$ cat src/rtl/dual_issue_redirect_ctrl.sv
// dual_issue_redirect_ctrl: redirect sequencer for the dual-issue fetch front end.
// Lane 1 is the older instruction, so its redirect wins and squashes lane 2 in E.
// The winning word-aligned target is latched and then loaded into the PC pair.
// Issue is held while the new fetch pair refills.
// Optional feature: define REDIR_PERF_EN to build the saturating redirect counter.
// Without it, redir_count_o is tied to zero.
module dual_issue_redirect_ctrl #(
  parameter int unsigned WIDTH         = 32,
  parameter int unsigned REFILL_CYCLES = 1
) (
  input  logic             clk,
  input  logic             rst,
  input  logic             redir_valid1_i,
  input  logic [WIDTH-1:0] redir_target1_i,
  input  logic             redir_valid2_i,
  input  logic [WIDTH-1:0] redir_target2_i,
  input  logic             stall1_i,
  input  logic             stall2_i,
  input  logic             fetch_ready_i,
  output logic             en1_o,
  output logic             en2_o,
  output logic             pc_load_o,
  output logic [WIDTH-1:0] pc_load_addr_o,
  output logic             flush_fd_o,
  output logic             kill_e2_o,
  output logic             issue_hold_o,
  output logic             busy_o,
  output logic [31:0]      redir_count_o
);

  typedef enum logic [1:0] {StRun, StRedir, StRefill} state_e;

  state_e           state_q, state_d;
  logic [WIDTH-1:0] pend_addr_q, pend_addr_d;
  logic [2:0]       refill_cnt_q, refill_cnt_d;

  logic             redir_any;
  logic [WIDTH-1:0] win_target;
  logic             en;

  // The low target bits are discarded by alignment.
  logic unused_target_lsbs;
  assign unused_target_lsbs = ^{redir_target1_i[1:0], redir_target2_i[1:0]};

  assign redir_any  = redir_valid1_i | redir_valid2_i;
  assign win_target = redir_valid1_i ? {redir_target1_i[WIDTH-1:2], 2'b00}
                                     : {redir_target2_i[WIDTH-1:2], 2'b00};

  // Next-state and output decode; outputs are combinational from state and inputs.
  always_comb begin
    state_d        = state_q;
    pend_addr_d    = pend_addr_q;
    refill_cnt_d   = refill_cnt_q;
    en             = 1'b0;
    pc_load_o      = 1'b0;
    pc_load_addr_o = '0;
    flush_fd_o     = 1'b0;
    kill_e2_o      = 1'b0;
    issue_hold_o   = 1'b0;
    unique case (state_q)
      StRun: begin
        if (redir_any) begin
          // Redirect overrides any coincident stall.
          kill_e2_o   = redir_valid1_i;
          flush_fd_o  = 1'b1;
          pend_addr_d = win_target;
          state_d     = StRedir;
        end else begin
          en = ~(stall1_i | stall2_i);
        end
      end
      StRedir: begin
        pc_load_o      = 1'b1;
        pc_load_addr_o = pend_addr_q;
        flush_fd_o     = 1'b1;
        issue_hold_o   = 1'b1;
        en             = fetch_ready_i;
        if (fetch_ready_i) begin
          state_d      = StRefill;
          refill_cnt_d = 3'(REFILL_CYCLES - 1);
        end
      end
      StRefill: begin
        issue_hold_o = 1'b1;
        en           = ~(stall1_i | stall2_i);
        if (refill_cnt_q == 3'd0) begin
          state_d = StRun;
        end else begin
          refill_cnt_d = refill_cnt_q - 3'd1;
        end
      end
      default: state_d = StRun;
    endcase
  end

  assign en1_o  = en;
  assign en2_o  = en;
  assign busy_o = (state_q != StRun);

  // State registers with synchronous reset; reset abandons any pending load.
  always_ff @(posedge clk) begin
    if (rst) begin
      state_q      <= StRun;
      pend_addr_q  <= '0;
      refill_cnt_q <= 3'd0;
    end else begin
      state_q      <= state_d;
      pend_addr_q  <= pend_addr_d;
      refill_cnt_q <= refill_cnt_d;
    end
  end

`ifdef REDIR_PERF_EN
  logic [31:0] redir_count_q;

  // Count RUN->REDIR transitions, saturating at all-ones.
  always_ff @(posedge clk) begin
    if (rst) begin
      redir_count_q <= '0;
    end else if ((state_q == StRun) && redir_any && (redir_count_q != 32'hFFFF_FFFF)) begin
      redir_count_q <= redir_count_q + 32'd1;
    end
  end

  assign redir_count_o = redir_count_q;
`else
  assign redir_count_o = 32'd0;
`endif

endmodule

$ cat config.mk
export PLATFORM = sky130hd
export DESIGN_NAME = dual_issue_redirect_ctrl
export DESIGN_NICKNAME = d
export VERILOG_FILES = /design/src/rtl/dual_issue_redirect_ctrl.sv
export SDC_FILE = /design/constraint.sdc
export NUM_CORES = 1
export LEC_CHECK = 0
export ABC_AREA = 1
export BUFFER_PORTS_ARGS = -buffer_cell sky130_fd_sc_hd__buf_2
export CORE_MARGIN = 4
export CORE_UTILIZATION = 44
export DETAILED_ROUTE_END_ITERATION = 16
export PLACE_DENSITY_LB_ADDON = 0.15
export SYNTH_ARGS = -nofsm -noshare
export SYNTH_HDL_FRONTEND = slang
export SYNTH_SLANG_ARGS = --single-unit
export TNS_END_PERCENT = 1
$ cat constraint.sdc
create_clock -name clk -period 2.2 [get_ports clk]
set_clock_uncertainty 0.2 [all_clocks]
set_input_delay 0.44 -clock clk [delete_from_list [all_inputs] [get_ports clk]]
set_output_delay 0.44 -clock clk [all_outputs]
set_load 0.1 [all_outputs]
-- Word level (Yosys, flattened, before mapping)
Index checks and enable logic that the tools add are counted.
Widths: inputs -> output; s select.
- register bits after elaboration: 37
- bits of input ports: 71
- output and inout bits: 71
- $add $sub $neg: 1
- equality and inequality tests: 6
- multiplexer cells: 17
- bitwise operators: 3
- reductions and logical operators: 8
- operators with widths (cell ; number):
    $mux 32 ; 2
    $ne 2x2->1 const B ; 4
    $mux 1 ; 6
    $mux 2 ; 3
    $mux 3 ; 2
    $pmux 2 s3 ; 1
    $pmux 3 s2 ; 1
    $reduce_and 3->1 ; 2
    $reduce_bool 2->1 ; 2
    $logic_not 3->1 ; 1
    $pmux 1 s3 ; 1
    $sub 3x1->3 const B ; 1
    $eq 2x1->1 const B ; 1
    $eq 2x2->1 const B ; 1
    $logic_not 2->1 ; 1
    $or 1x1->1 ; 2
    $pmux 1 s2 ; 1
    $reduce_and 2->1 ; 1
    $reduce_or 2->1 ; 1
    $not 1->1 ; 1

-- Logic depth before layout (Yosys ltp)
- depth in word-level cells: 4
- mapped depth: 9
- mapped depth without buffers: 8

-- Worst setup path after synthesis
No wires, ideal clock.
- path kind: reg-to-output
- from: reg state_q[1]
- to: out en2_o
- arrival: 3615 ps
- setup slack: -2055 ps
- stages on the path, launching flop included: 7
- cell sequence: dfxtp_1 -> inv_1 -> ha_1 -> buf_2 -> a22oi_1 -> a21oi_1 -> buf_4
- cells in the longest elaborated chain, start to end: 2
- ends and longest elaborated chain (element ; RTL line ; RTL):
    start, declared ; 33 ; state_e state_q, state_d;
    start signal, assigned ; 103 ; state_q <= StRun;
    start signal, assigned ; 107 ; state_q <= state_d;
    $eq 2x2->1 (tied with other cells) ; 60 ; unique case (state_q)
    $pmux 1 s3 * ; 60 ;
    end, declared ; 21 ; output logic en2_o,
Mark *: on every way between the ends. The rest lies on a longest branch, timed or not.

-- Final worst setup path
- from: reg state_q[0]
- to: out en1_o
- cells in the longest elaborated chain, start to end: 2
- ends and longest elaborated chain (element ; RTL line ; RTL):
    $eq 2x2->1 (tied with other cells) ; 60 ;
    $pmux 1 s3 * ; 60 ;
    end, declared ; 20 ; output logic en1_o,
Marks and branches as above.

==> results.toml <==
[logic_synthesis]
synth_mux_area_share_pct = 0
synth_top_area_cell = "dfxtp_1"
netlist_instances = 395
synthMostInstantiatedCell = "nand2_1"
syn_avg_cell_area_um2 = 6.205
ys_seq_area_share_pct = 28.59
synth_fa_ha_area_share_pct = 4.084
synth-seq-cells = 35
synth_compound_area_share_pct = 12.97
synth_top_area_share_pct = 28.59
yosys.cell_types.count = 21
syn-cell-area_mm2 = 0.002451
synth-main-ff-cell = "dfxtp_1"
synth_common_cells = "nand2_1, inv_1, nor2_1"
yosysWarnings = 0
synth_edf_count = 0
synthSimpleGateAreaFrac_pct = 26.19
synth_area_leaders = "dfxtp_1, nand2_1, buf_4"
synthXorXnorAreaFrac_pct = 0
async_reset_ff_share_pct = 0
synth_top_family_by_area = "buffers and inverters"

[layout]
finish.utilization_pct = 68.61
layout.nets = 574
num_antenna_cells = 0
finish.instance_area_mm2 = 0.003593
drive_above_1_share_pct = 27.82
area_delta_synth_final_pct = 46.61

[clocking]
clock_latency_ns = 0.29
cts_buffer_depth = 2
postCtsHoldBufs = 0
clk_pin_slew_ns = 0.08
root_buffer = "clkbuf_8"
cts_max_level = 2
cts_tree = "built"
clkSinkCount = 35
cts_buffers = 5

[run]
maxCapViolCount = 0

[drt]
drc = 0
via_per_inst = 4.288
ant_nets = 0
first_iter_violations = 100
drt-pass1-iter-count = 4
wl_per_cell_um = 11.03
wirelength_mm = 6.244
num_vias = 2427

[timing]
rsz0062_at_grt = "no"
min_period_over_period_pct = 96.31
fin_crit_ns = 2.119
setup_violations = 0
finalHoldViolations = 0
finalMaxSlewViolations = 0
max_freq_mhz = 472.0

[floorplanning]
io_pins = 142
core.rowCount = 26
core_mm2 = 0.005238
dieWidth_um = 82.64
die-height_um = 82.64
start_util_pct = 46.80
dieArea_mm2 = 0.006829

[power]
p_leak_nw = 2.073
irDropWorstVdd_v = 0.001498
p_sw_mw = 2.960
power_frac_comb_pct = 70.8
seqPwrFrac_pct = 19.3
power_density_mw_per_mm2 = 1470
p_sw_share_pct = 56.03
clkPwrFrac_pct = 10.0
internal_power_mw = 2.323

[placement]
placed_cell_area_mm2 = 0.003410
routabilityCongestion = 0.8143
post-dp-hpwl_mm = 4.503
port_buffers = 103

[worst_setup_path]
worstPathRequired_ns = 1.56
endpoint_kind = "output pin"
critPathLaunchType = "flop"
reg2reg_depth = 8
path_max_fanout = 4
cp_data_arrival_time_ns = 1.48
crit_type = "flop to output pin"

[grt]
grt_usage_pct = 18.66
overflow = 0
antenna_found_initial = 0
grt_max_degree = 47
first_global_vias = 2190
grt_pass1_wl_mm = 9.860

[hold_path]
hold-path-cell-count = 5
hold_class = "input pin to flop"

[run_status]
run_status = "complete, no violations"
==> sequential cells by signal, summed over array words and instances, names as in the netlist <==
| signal | flops |
|---|---|
| pend_addr_q | 30 |
| refill_cnt_q | 3 |
| state_q | 2 |
==> final cells by class <==
class | count | area, um^2
Tap cell | 70 | 87.58
Sequential cell | 35 | 708.2
Inverter | 76 | 295.3
Clock inverter | 1 | 7.507
Clock buffer | 7 | 96.34
Multi-Input combinational cell | 263 | 1247
Fill cell | 469 | 1644
Timing Repair Buffer | 114 | 1151
==> worst paths after layout <==
kind	endpoint	startpoint	slack, ns
hold / removal	pend_addr_q[14]$_SDFFE_PP0P_	redir_target1_i[14]	0.29
setup / recovery	en1_o	state_q[0]$_SDFFE_PP0P_	0.08
hold reg to reg	pend_addr_q[18]$_SDFFE_PP0P_	pend_addr_q[18]$_SDFFE_PP0P_	0.31
setup reg to reg	pend_addr_q[20]$_SDFFE_PP0P_	state_q[0]$_SDFFE_PP0P_	0.55
==> worst max-delay path, stage by stage (launching register included) <==
cell	delay, ns
dfxtp_4	0.37
inv_4	0.08
ha_1	0.23
a22oi_2	0.09
a21oi_4	0.23
buf_12	0.20
==> metal layers <==
layer | wire length (um) | up-vias | track usage (%)
li1 | - | 1303 | -
met1 | 2494 | 1047 | 21.65
met2 | 3286 | 72 | 34.21
met3 | 434 | 5 | 4.230
met4 | 29 | 0 | 4.902
met5 | 0 | - | 0
==> metrics by stage <==
stage               hold slack, ns  power, mW  instances  worst slack [ns]  TNS, ns
detailed placement          0.2927      4.645        552            0.1177        0
global placement            0.2812      4.598        552            0.1398        0
finish                      0.2860      5.283        566           0.08117        0
CTS                         0.2863      5.320        566           0.03739        0
global route                0.2836      5.614        566          0.002820        0
floorplan                   0.2615      3.731        428           -0.3111   -5.576
==> power groups by stage <==
stage | registers [mW] | clock network (mW) | logic [mW]
after CTS | 1.01 | 0.540 | 3.77
after global placement | 0.997 | 0 | 3.60
after floorplan | 0.981 | 0 | 2.75
final | 1.02 | 0.526 | 3.74
after global routing | 1.05 | 0.573 | 4.00
after detailed placement | 1.01 | 0 | 3.64
==> layout by cell type, fill, tap and decap left out, drive strengths merged <==
| cell type | synthesis | routed |
|---|---|---|
| dfxtp | 35 | 35 |
| nand2 | 79 | 79 |
| buf | 51 | 114 |
| conb | 1 | 34 |
| clkinvlp | 0 | 1 |
| clkbuf | 4 | 7 |
| a22oi | 1 | 1 |
| a21oi | 2 | 2 |
| nor2 | 70 | 71 |
| nand4 | 4 | 4 |
| ha | 8 | 8 |
| nand3 | 4 | 4 |
| o21ai | 60 | 60 |
| inv | 76 | 76 |
==> cells by family after synthesis <==
logic type               count (synthesis)
buffers and inverters                  131
AND/OR/NAND/NOR                        157
AO/OA/AOI/OAI                           63
flip-flops                              35
adder cells (fa/ha/maj)                  8
other                                    1
==> repair_timing <==
item                                    CTS  global route
endpoints found under the setup margin   19             2
gates resized for setup                   9             1
pin swaps                                 2             2
cloned                                    1             0
buffers inserted                          5             0
(Power assumes the default switching activity.)
